<file path="src/rtl/fetch_ctrl.sv">
// ---------------------------------------------------------------------------
// fetch_ctrl -- instruction-fetch sequencer for the IF stage.
//
// Drives the fetch PC and request to instruction memory, sequencing through
// IDLE -> FETCH -> (HOLD) and into FLUSH on any redirect.
//
// Parameters:
//   RESET_PC        PC value loaded on reset
// Ports:
//   clk             sole clock, rising edge
//   rst_n           asynchronous active-low reset
//   stall_in        downstream (ID/MEM) busy
//   redirect_valid  branch/jump taken this cycle
//   redirect_target new fetch address (low two bits forced to zero)
//   imem_ready      instruction memory returns data this cycle
//   imem_req        fetch request to instruction memory
//   pc              current fetch address
//   pc_stall        high whenever pc is not written this cycle
//   fetch_valid     instruction at pc valid for IF/ID capture
//   if_flush        flush IF/ID register
//   misalign_err    sticky: an accepted redirect had target[1:0] != 0
//   fetch_state     FSM state (IDLE=0, FETCH=1, HOLD=2, FLUSH=3)
//   stall_cycles    (FETCH_CTRL_PERF_EN) saturating count of stalled cycles
//   redirect_count  (FETCH_CTRL_PERF_EN) saturating count of redirects
//
// Optional feature macro: FETCH_CTRL_PERF_EN adds the two counter outputs.
// ---------------------------------------------------------------------------
module fetch_ctrl #(
    parameter logic [31:0] RESET_PC = 32'h0000_0000
) (
    input  logic        clk,
    input  logic        rst_n,
    input  logic        stall_in,
    input  logic        redirect_valid,
    input  logic [31:0] redirect_target,
    input  logic        imem_ready,
    output logic        imem_req,
    output logic [31:0] pc,
    output logic        pc_stall,
    output logic        fetch_valid,
    output logic        if_flush,
    output logic        misalign_err,
    output logic [1:0]  fetch_state
`ifdef FETCH_CTRL_PERF_EN
    ,
    output logic [31:0] stall_cycles,
    output logic [31:0] redirect_count
`endif
);

    localparam logic [1:0] S_IDLE  = 2'd0;
    localparam logic [1:0] S_FETCH = 2'd1;
    localparam logic [1:0] S_HOLD  = 2'd2;
    localparam logic [1:0] S_FLUSH = 2'd3;

    logic [1:0]  state;
    logic [1:0]  state_nxt;
    logic [31:0] pc_nxt;
    logic        pc_wr;
    logic        redirect_acc;

    // A redirect is only accepted outside reset, so nothing moves while
    // rst_n is low even if redirect_valid is asserted.
    assign redirect_acc = rst_n & redirect_valid;

    always_comb begin
        state_nxt   = state;
        pc_nxt      = pc;
        pc_wr       = 1'b0;
        imem_req    = 1'b0;
        fetch_valid = 1'b0;
        if_flush    = 1'b0;
        case (state)
            S_IDLE: begin
                state_nxt = S_FETCH;
            end
            S_FETCH: begin
                imem_req = 1'b1;
                if (imem_ready) begin
                    fetch_valid = 1'b1;
                    if (stall_in) begin
                        state_nxt = S_HOLD;
                    end else begin
                        pc_wr  = 1'b1;
                        pc_nxt = pc + 32'd4;
                    end
                end
            end
            S_HOLD: begin
                fetch_valid = 1'b1;
                if (!stall_in) begin
                    pc_wr     = 1'b1;
                    pc_nxt    = pc + 32'd4;
                    state_nxt = S_FETCH;
                end
            end
            default: begin
                if_flush  = 1'b1;
                state_nxt = S_FETCH;
            end
        endcase
        // Redirect overrides everything: returning data is dropped.
        if (redirect_acc) begin
            fetch_valid = 1'b0;
            pc_wr       = 1'b1;
            pc_nxt      = {redirect_target[31:2], 2'b00};
            state_nxt   = S_FLUSH;
        end
        if (!rst_n) begin
            imem_req    = 1'b0;
            fetch_valid = 1'b0;
            if_flush    = 1'b0;
            pc_wr       = 1'b0;
        end
    end

    assign pc_stall    = ~pc_wr;
    assign fetch_state = state;

    always_ff @(posedge clk or negedge rst_n) begin
        if (!rst_n) begin
            state        <= S_IDLE;
            pc           <= RESET_PC;
            misalign_err <= 1'b0;
        end else begin
            state <= state_nxt;
            pc    <= pc_nxt;
            if (redirect_valid && (redirect_target[1:0] != 2'b00)) begin
                misalign_err <= 1'b1;
            end
        end
    end

`ifdef FETCH_CTRL_PERF_EN
    always_ff @(posedge clk or negedge rst_n) begin
        if (!rst_n) begin
            stall_cycles   <= '0;
            redirect_count <= '0;
        end else begin
            if (pc_stall && (stall_cycles != '1)) begin
                stall_cycles <= stall_cycles + 32'd1;
            end
            if (redirect_valid && (redirect_count != '1)) begin
                redirect_count <= redirect_count + 32'd1;
            end
        end
    end
`endif

endmodule

</file>
<file path="config.mk">
export PLATFORM = sky130hd
export DESIGN_NAME = fetch_ctrl
export DESIGN_NICKNAME = d
export VERILOG_FILES = /design/src/rtl/fetch_ctrl.sv
export SDC_FILE = /design/constraint.sdc
export NUM_CORES = 1
export LEC_CHECK = 0
export BUFFER_PORTS_ARGS = -buffer_cell sky130_fd_sc_hd__buf_2
export CAP_MARGIN = 20
export CORE_MARGIN = 10
export CORE_UTILIZATION = 45
export DETAILED_ROUTE_END_ITERATION = 6
export PLACE_DENSITY = 0.76
export SKIP_CTS_REPAIR_TIMING = 1
export SYNTH_ARGS = -nofsm -noshare
export SYNTH_HDL_FRONTEND = slang
export SYNTH_SLANG_ARGS = --single-unit
</file>
<file path="constraint.sdc">
create_clock -name clk -period 1.8 [get_ports clk]
set_input_delay 0.18 -clock clk [delete_from_list [all_inputs] [get_ports clk]]
set_output_delay 0.18 -clock clk [all_outputs]
set_load 0.03 [all_outputs]
</file>
# Yosys cells after proc, flatten, opt, wreduce, memory -nomap -nowiden
# Index checks and enable logic that the tools add are counted.
# word_totals
register_bits	35
in_bits	37
out_inout_bits	39
word_cells	40
# classes
n_addsub	1
n_eq_ne	5
mux	22
bitwise	2
n_reduce_logical	7
# op_table
cell	n
32-bit two-way mux	3
32-bit case mux with 2 select lines	1
32-bit by 3-bit adder with 32-bit output (second input constant)	1
1-bit two-way mux	11
3-bit inequality test (second input constant)	3
2-bit two-way mux	4
1-bit case mux with 2 select lines	2
2-bit case mux with 2 select lines	1
3-bit AND reduction	1
3-bit nonzero test	1
3-bit OR reduction	1
2-bit by 1-bit == test with 1-bit output (second input constant)	1
2-bit == test (second input constant)	1
2-bit logical NOT	1
2-bit AND reduction	1
2-bit nonzero test	1
1-bit AND	1
1-bit logical AND	1
1-bit NOT	1

# Logic depth before layout (Yosys ltp)
# Gate-level depths: netlist (run 1).
# logic_depth
word_depth	6
mapped_depth	7
ltp_nobuf	6

# Worst setup path after synthesis (run 1)
# No wires, ideal clock.
# synth_timing
kind	flip-flop to flip-flop
start	reg state[1] (netlist: fetch_state[1])
end	reg pc[21]
setup_time_ns	0.082
t_arrival_ns	2.060
t_required_ns	1.718
path_slack_ns	-0.342
path_stages_with_launch	8
path_buffers	1
period_less_slack_ns	2.142
path_cell_list	dfrtp_1 inv_1 ha_1 mux2_2 nand3_1 clkbuf_1 or4_1 a31oi_1
# synth_via
elab_chain_cells	3
word_cells_on_any_way	7
cone_classes	3 x eq/ne; 2 x mux; 2 x reduce/logical
# synth_lines
element	line_no	text
from (decl)	56	logic [1:0] state;
from (signal assigned)	126	state <= state_nxt;
2-bit == test or 2-bit by 1-bit == test with 1-bit output (tied branches)	73	case (state)
32-bit case mux with 2 select lines (tied with other cells)	73	
32-bit two-way mux or 2-bit AND reduction (tied branches)	n/a	
to (signal assigned)	127	pc <= pc_nxt;
to (decl)	38	output logic [31:0] pc,
# Parallel ways exist; a longest one is shown, timed or not.
# A chain may end at the register's enable or synchronous reset.

# Final worst setup path (run 1)
# layout_timing
start	reg pc[8]
end	reg pc[28]
# layout_via
elab_chain_cells	5
# layout_lines
element	line_no	text
32-bit by 3-bit adder with 32-bit output *	85, 93	
32-bit two-way mux *	81, 91	
32-bit two-way mux	79	if (imem_ready) begin
32-bit case mux with 2 select lines *	73	
32-bit two-way mux *	103	if (redirect_acc) begin
# Mark *: on every way between the ends. The rest lies on a longest branch, timed or not. The select of a mux whose other input is x is not followed.

==> flow_summary_export.csv, run 1 <==
group,metric,value,unit
placement,dp.cells,398,
placement,portBuffers,73,
floorplanning,dieArea,7810,um^2
timing,finalCritPeriodShare,106,%
cts,clock_latency,0.29,ns
placement,gp_congestion,0.894,
cells_and_area,fin_cells,417,
cells_and_area,n_antenna_cell,0,
synthesis,synthArstFlopShare,100,%
grt,grt-ovfl-total,0,
synthesis,synth_area_leader_cell,"dfrtp_1",
grt,antenna_found_initial,0,
routing,ant_nets,0,
timing,period_minus_slack,1.91,ns
power,p_leak,0.00133,uW
placement,dpl.hpwl,5170,um
worst_setup_path,path_class,"reg2reg",
worst_setup_path,worstPathArrival,2.12,ns
cts,path_clk_slew,0.07,ns
timing,rsz0062_at_grt,"yes",
run,drv.max_cap_violation_count,0,
worst_setup_path,cpLargestDelayFamily,"simple AND/OR/NAND/NOR gates",
worst_setup_path,crit_chain,"nand4_4, or4_4, buf_8, or4_1, a31oi_1",
cells_and_area,area.growth.synth_to_final,51.2,%
grt,grt_max_degree,29,
hold_path,hp-class,"in2reg",
timing,worst_slack,-0.107,ns
cts,cts-root-buf,"clkbuf_8",
synthesis,ys_types,40,
grt,track_usage,17.3,%
floorplanning,die-width,88.4,um
cells_and_area,final_common_cell,"buf_2",
routing,firstDrtPassIters,5,
cts,clockBufferDepth,2,
worst_setup_path,critical_path_buf_inv_count,1,
routing,drt_iter0_drc,204,
cells_and_area,mostFrequentLayoutCells,"buf_2 (73), buf_4 (49), nand2_1 (25)",
floorplanning,die_height,88.4,um
routing,drc,0,
synthesis,synthTopCellsByArea,"dfrtp_1 (39%), or4_1 (6.1%), a31oi_1 (5.1%)",
cells_and_area,fillers,345,
cells_and_area,final_core_util,71.5,%
synthesis,synth.avg_cell_area,8.66,um^2
grt,grt_pass1_vias,2302,
synthesis,netlist.area_leader.share,39.3,%
cells_and_area,drive_above_1_share,49.3,%
timing,setup_viol,9,
floorplanning,start_util,47.3,%
timing,skew,0.00311,ns
routing,vias_per_cell,5.91,
timing,slew_viol_final,0,
synthesis,synth_edf_count,0,
run_status,violations,"negative setup slack",
cts,htree_levels,2,
synthesis,synth_area,2100,um^2
worst_setup_path,slowest_delay,0.56,ns
floorplanning,core.rowCount,24,
timing,hold_violations,0,
floorplanning,ios,76,
worst_setup_path,critical-path-slowest-cell,"or4_4",
timing,fmax,524,MHz
power,p_per_area,1040,nW/um^2
synthesis,ys_warn_count,0,
cts,cts_tree,"built",
worst_setup_path,worstPathMaxFanout,14,
run_status,status,"complete, but fails checks",
floorplanning,core_area,4440,um^2
routing,wl,7270,um
routing,vias,2466,
worst_setup_path,startpoint_type,"flop",
routing,wl_per_cell,17.4,um
worst_setup_path,worstPathRequired,2.01,ns
cells_and_area,nNetsFinal,406,
synthesis,synthCells,243,
cts,cts_sinks,33,
grt,grt_pass1_wl,11000,um
worst_setup_path,worst_setup_path_end_kind,"flop",
power,ir_drop,0.825,mV
synthesis,yosysSeqAreaShare,39.3,%
cts,cts_buffers,5,
synthesis,synth_top_flop_cell,"dfrtp_1",
synthesis,synth_seq_cells,33,
==> path summary, 6_finish.rpt <==
kind | start | end | slack, ns | cells past startpoint
worst max-delay path | pc[8] | pc[28] | -0.11 | 5
worst min-delay path | redirect_target[8] | pc[8] | 0.09 | 3
worst max register to register | pc[8] | pc[28] | -0.11 | 5
worst min register to register | misalign_err | misalign_err | 0.47 | 1
max in group asynchronous | rst_n | pc[5] | 0.80 | 4
min in group asynchronous | rst_n | fetch_state[1] | 0.39 | 3
==> metal layers <==
layer | global-route usage, % | vias up | share of wire [%]
met1 | 21.6 | 1169 | 42
met2 | 27.9 | 121 | 47
met4 | 4.85 | 0 | 1.9
met3 | 5.70 | 19 | 8.7
li1 | - | 1157 | -
met5 | 0 | - | 0
==> cells by family after synthesis <==
| family | Yosys count | share of synthesized area, % |
|---|---|---|
| simple gates | 115 | 30.9 |
| compound gates | 54 | 16.4 |
| flops | 33 | 39.3 |
| buf+inv | 21 | 4.22 |
| xor+xnor | 11 | 4.58 |
| fa+ha+maj | 5 | 2.97 |
| mux | 3 | 1.49 |
| other cells | 1 | 0.178 |
==> Yosys cell counts (all sizes together) (3+ instances only) <==
master and instances:
nor4 3, nand4 9, nand2b 4, xor2 4, and2 4, o21ai 16
nand3 12, ha 5, o31ai 14, clkbuf 10, xnor2 7, a31oi 17
and4 4, nor3 5, nand2 25, dfrtp 33, or4 17, nor2 21
inv 7, buf 4
==> sequential cells by signal (all words and copies together) (netlist names) <==
name and flops:
pc 30, fetch_state 2, misalign_err 1
==> power by group <==
group	internal, uW	switching [uW]	total, uW
clock network	346	303	649
logic	690	944	1630
registers	886	132	1020
total	1920	1380	3300
==> metrics by stage <==
step | total power, uW | TNS [ns] | hold WS (ns) | instance area (um^2) | worst slack (ns)
CTS | 3130 | -1.99 | -0.205 | 2950 | -0.160
detailed placement | 2490 | -1.42 | 0.108 | 2850 | -0.122
floorplan | 1900 | -1.37 | -0.116 | 2180 | -0.180
global placement | 2450 | -0.383 | 0.104 | 2850 | -0.0652
finish | 3300 | -0.600 | 0.0873 | 3180 | -0.107
global route | 3480 | -1.36 | 0.0900 | 3180 | -0.163
==> tightest hold or removal path, stage by stage <==
cell and delay [ns]:
buf_2 0.08, nand2_1 0.04, o21ai_0 0.05
==> layout make-up <==
class | instances | area [um^2] | area share [%]
Sequential cell | 33 | 847 | 26.6
Clock buffer | 7 | 96.3 | 3.03
Multi-Input combinational cell | 191 | 1360 | 42.7
Clock inverter | 1 | 5.00 | 0.157
Timing Repair Buffer | 126 | 781 | 24.6
Inverter | 7 | 26.3 | 0.826
Tap cell | 52 | 65.1 | 2.05
No activity file was read; power rests on OpenSTA's default activity.
==> run 2, diff against run 1 <==
- ABC_AREA: not set -> 1
- CORE_UTILIZATION: 45 -> 47
- SLEW_MARGIN: not set -> 20
==> run 2 against run 1 <==
The flow finishes with violations (negative hold slack); first-iteration DRC count grew 7.4%; register-to-register slack gained 0.19 ns; worst hold slack lost 0.10 ns; sequential share of layout area shrank 1.0 points.
==> flow_summary_export.csv, run 2 <==
group,metric,value,unit
synthesis,synth-xor-area-share,0,%
synthesis,synth_top_flop_cell,"dfrtp_1",
cts,clock_latency,0.29,ns
worst_setup_path,worstPathArrival,1.55,ns
run_status,status,"complete, but fails checks",
synthesis,synth_area_leader_cell,"dfrtp_1",
worst_setup_path,startpoint_type,"flop",
worst_setup_path,worstPathMaxFanout,5,
routing,wl,7610,um
synthesis,synth-compound-area-share,10.4,%
synthesis,yosys-mux-area-fraction,0,%
cells_and_area,largest_register_ffs,30,
cells_and_area,n_antenna_cell,0,
worst_setup_path,startpoint,"fetch_state[0]",
synthesis,synth_top_family_by_area,"simple AND/OR/NAND/NOR gates",
worst_setup_path,reg2reg_slack,0.08,ns
floorplanning,die_height,94.5,um
grt,grt.busiest_layer,"met2",
worst_setup_path,crit_top_cell,"inv_2",
worst_setup_path,reg2reg_from,"fetch_state[0]",
worst_setup_path,path_class,"reg2out",
synthesis,netlist.area_leader.share,31.7,%
power,p_leak,0.00166,uW
floorplanning,start_util,47.9,%
floorplanning,dieArea,8930,um^2
power,ir_drop,0.922,mV
worst_setup_path,r2r_cells,9,
timing,slew_viol_final,0,
worst_setup_path,slowest_delay,0.44,ns
grt,track_usage,17.1,%
grt,antenna_found_initial,0,
cts,htree_levels,2,
routing,firstDrtPassIters,4,
grt,use_met3,5.39,%
worst_setup_path,critical_path_buf_inv_count,4,
grt,grt_max_degree,36,
grt,grt_pass1_vias,2751,
cts,clockBufferDepth,2,
grt,grt-ovfl-total,0,
placement,gp_congestion,0.868,
cts,cts-root-buf,"clkbuf_8",
synthesis,synth_area,2610,um^2
timing,period_minus_slack,1.73,ns
synthesis,synthCells,421,
cts,cts_buffers,5,
cells_and_area,final_core_util,59.4,%
routing,ant_nets,0,
timing,tns,0,ns
power,p_per_area,1670,nW/um^2
synthesis,yosysSeqAreaShare,31.7,%
run,drv.max_cap_violation_count,0,
synthesis,yosys-top-cells-count,"nand2_1 (140), nor2_1 (68), inv_1 (41)",
cells_and_area,final_common_cell,"nand2_1",
routing,wl_per_cell,13.3,um
synthesis,ys_warn_count,0,
worst_setup_path,cpLargestDelayFamily,"flip-flops",
floorplanning,core_area,5440,um^2
timing,finalCritPeriodShare,96.0,%
routing,drc,0,
floorplanning,ios,76,
hold_path,hp-class,"in2async",
floorplanning,die-width,94.5,um
timing,hold_violations,13,
timing,setup_viol,0,
worst_setup_path,worstPathRequired,1.62,ns
grt,grt_pass1_wl,12500,um
worst_setup_path,cp.depth,7,
worst_setup_path,worst_setup_path_end_kind,"primary output",
timing,worst_slack,0.0715,ns
cells_and_area,drive_above_1_share,25.3,%
placement,dpl.hpwl,5840,um
cts,cts_sinks,33,
floorplanning,core.rowCount,27,
synthesis,synthArstFlopShare,100,%
synthesis,synth_seq_cells,33,
placement,portBuffers,73,
synthesis,yosysMostFrequentCell,"nand2_1",
grt,grt_use_met1,20.1,%
routing,drt_iter0_drc,219,
synthesis,synth_edf_count,0,
cts,path_clk_slew,0.08,ns
run_status,violations,"negative hold slack",
cells_and_area,top_register,"pc",
grt,grtUsageMet2,28.8,%
synthesis,ys_types,28,
worst_setup_path,crit_chain,"inv_2, ha_4, inv_2, o211ai_1, o21ai_1, inv_1, buf_6",
timing,fmax,579,MHz
synthesis,synthAdderAreaFrac,2.40,%
synthesis,synthTopCellsByArea,"dfrtp_1 (32%), nand2_1 (20%), nor2_1 (9.8%)",
timing,skew,0.00739,ns
synthesis,synth.avg_cell_area,6.19,um^2
timing,rsz0062_at_grt,"no",
cells_and_area,nNetsFinal,542,
worst_setup_path,critical-path-slowest-cell,"dfrtp_2",
routing,vias,2888,
placement,pre_cts_slack,0.0245,ns
routing,vias_per_cell,5.04,
cts,cts_tree,"built",
cells_and_area,area.growth.synth_to_final,23.9,%
cells_and_area,mostFrequentLayoutCells,"nand2_1 (138), buf_2 (72), nor2_1 (67)",
timing,timing.hold.ws,-0.0151,ns
synthesis,synth-simple-area-share,45.6,%
[run 2: metrics by stage]
stage / instance area [um^2] / std cells / total power, uW
2_1_floorplan: 2620 / 422 / 3720
3_3_place_gp: 3070 / 563 / 4590
3_5_place_dp: 3070 / 563 / 4660
4_1_cts: 3170 / 571 / 5310
5_1_grt: 3230 / 573 / 5860
6_report: 3230 / 573 / 5410
[run 2: final cells by class]
cell class	count	area (um^2)
tap	72	90.1
sequential	33	827
clock inverter	1	5.00
timing repair buffer	86	485
clock buffer	7	96.3
inverter	42	158
multi-input combinational	332	1570
fill	514	2210
[run 2: power by group]
| part | internal [uW] | total [uW] | switching, uW |
|---|---|---|---|
| combinational | 1020 | 3180 | 2170 |
| clock | 346 | 639 | 293 |
| sequential | 1090 | 1580 | 488 |
[run 2: cells by family (layout without fill, tap and decap cells)]
kind of cell / count (synthesis) / count (layout)
DFF: 33 / 33
AOI/OAI and AO/OA: 51 / 51
buffers and inverters: 57 / 136
adders and majority gates: 5 / 5
and+or+nand+nor: 274 / 274
other: 1 / 2
[run 2: routing by layer]
layer | wire length, um | vias up | part of all wire (%)
met5 | 0 | - | 0
met4 | 129 | 0 | 1.7
met3 | 643 | 14 | 8.5
met2 | 3680 | 96 | 48
met1 | 3150 | 1301 | 41
li1 | - | 1477 | -
[run 2: worst paths after layout]
kind	end
max	pc_stall
min	fetch_state[1]
max reg2reg	pc[13]
min reg2reg	misalign_err
max in group asynchronous	pc[24]
min in group clk	misalign_err
==> run 3, diff against run 2 <==
- REMOVE_ABC_BUFFERS: not set -> 1
==> run 3 against run 2 <==
The flow now finishes without violations; global-route usage shrank 0.56 points; clock-buffer cell count down 1; first-iteration DRC count fell by 33%; register-to-register slack better by 0.06 ns; sequential power is essentially flat; sequential cell count unchanged; via count is 2.2% lower; critical endpoint unchanged; highest routed layer unchanged.
==> flow_summary_export.csv, run 3 (same netlist as run 2, synthesis figures left out) <==
group,metric,value,unit
run_status,status,"completed",
routing,wl_per_cell,13.1,um
cells_and_area,stdcell_area,3220,um^2
timing,worst_slack,0.0488,ns
timing,hold_violations,0,
cells_and_area,top_register,"pc",
timing,fmax,571,MHz
cells_and_area,final_common_cell,"nand2_1",
routing,drt_iter0_drc,146,
cts,path_clk_slew,0.07,ns
timing,rsz0062_at_grt,"yes",
cells_and_area,drive_above_1_share,24.6,%
grt,grt_max_degree,52,
grt,track_usage,16.5,%
floorplanning,ios,76,
timing,skew,0.00647,ns
worst_setup_path,worstPathArrival,1.57,ns
cells_and_area,final_core_util,59.2,%
floorplanning,start_util,47.9,%
floorplanning,dieArea,8930,um^2
power,p_per_area,1650,nW/um^2
cts,clock_latency,0.29,ns
timing,setup_viol,0,
worst_setup_path,worstPathMaxFanout,4,
grt,grt_pass1_vias,2703,
routing,firstDrtPassIters,4,
worst_setup_path,worstPathRequired,1.62,ns
grt,antenna_found_initial,0,
power,p_leak,0.00166,uW
hold_path,hp-class,"in2async",
timing,finalCritPeriodShare,97.3,%
worst_setup_path,startpoint_type,"flop",
routing,ant_nets,0,
cells_and_area,n_antenna_cell,0,
routing,drc,0,
cts,cts-root-buf,"clkbuf_8",
placement,pre_cts_slack,0.0673,ns
routing,vias,2825,
routing,vias_per_cell,4.94,
timing,slew_viol_final,0,
cells_and_area,largest_register_ffs,30,
routing,wl,7470,um
cells_and_area,area.growth.synth_to_final,23.6,%
floorplanning,core.rowCount,27,
power,ir_drop,0.940,mV
placement,dpl.hpwl,5640,um
placement,placed_area,3080,um^2
placement,gp_congestion,0.870,
floorplanning,core_area,5440,um^2
worst_setup_path,worst_setup_path_end_kind,"primary output",
floorplanning,die-width,94.5,um
cells_and_area,nNetsFinal,541,
cells_and_area,fin_cells,572,
run,drv.max_cap_violation_count,0,
cts,cts_buffers,5,
placement,dp.cells,561,
cts,clockBufferDepth,2,
cts,htree_levels,2,
grt,grt_pass1_wl,12200,um
grt,grt-ovfl-total,0,
cts,cts_sinks,33,
cells_and_area,mostFrequentLayoutCells,"nand2_1 (138), buf_2 (71), nor2_1 (67)",
placement,portBuffers,73,
timing,period_minus_slack,1.75,ns
floorplanning,die_height,94.5,um
cts,cts_tree,"built",
timing,tns,0,ns
worst_setup_path,path_class,"reg2out",
[run 3: final cells by class]
type	instances	area, um^2
clock buffer	6	72.6
inverter	42	158
timing repair buffer	85	505
tap	72	90.1
clock inverter	2	10.0
sequential	33	827
fill	538	2220
multi-input combinational	332	1560
[run 3: metal layers]
layer / global-route usage [%] / share of wire, % / vias to the layer above
met5: 0 / 0 / -
met4: 3.99 / 0.99 / 0
met3: 4.52 / 7.3 / 8
met2: 28.1 / 48 / 81
met1: 20.2 / 44 / 1261
li1: - / - / 1475
[run 3: final timing paths]
path,slack (ns),cells past startpoint,from,to
max in group asynchronous,1.39,2,rst_n,fetch_state[0]
max,0.05,7,fetch_state[0],pc_stall
min,0.05,2,rst_n,pc[24]
max reg2reg,0.14,10,fetch_state[0],pc[16]
min in group clk,0.11,3,redirect_target[0],misalign_err
min reg2reg,0.46,2,misalign_err,misalign_err
[run 3: report_power, final]
part | internal, uW | leakage (uW) | switching (uW)
clock network | 268 | 0.0000450 | 285
logic | 1030 | 0.00123 | 2140
registers | 1090 | 0.000382 | 493
[run 3: critical path, cell delays in order (launching register included)]
cell,delay [ns]
dfrtp_2,0.45
inv_2,0.07
ha_2,0.27
inv_2,0.04
o211ai_1,0.09
o21ai_1,0.17
inv_1,0.07
buf_6,0.13
[run 3: through the flow]
| step | power (uW) | hold WS, ns |
|---|---|---|
| after global routing | 5770 | 0.0761 |
| after global placement | 4600 | 0.377 |
| after CTS | 5230 | 0.0754 |
| after detailed placement | 4660 | 0.380 |
| final | 5310 | 0.0536 |
| after floorplan | 3660 | -0.116 |
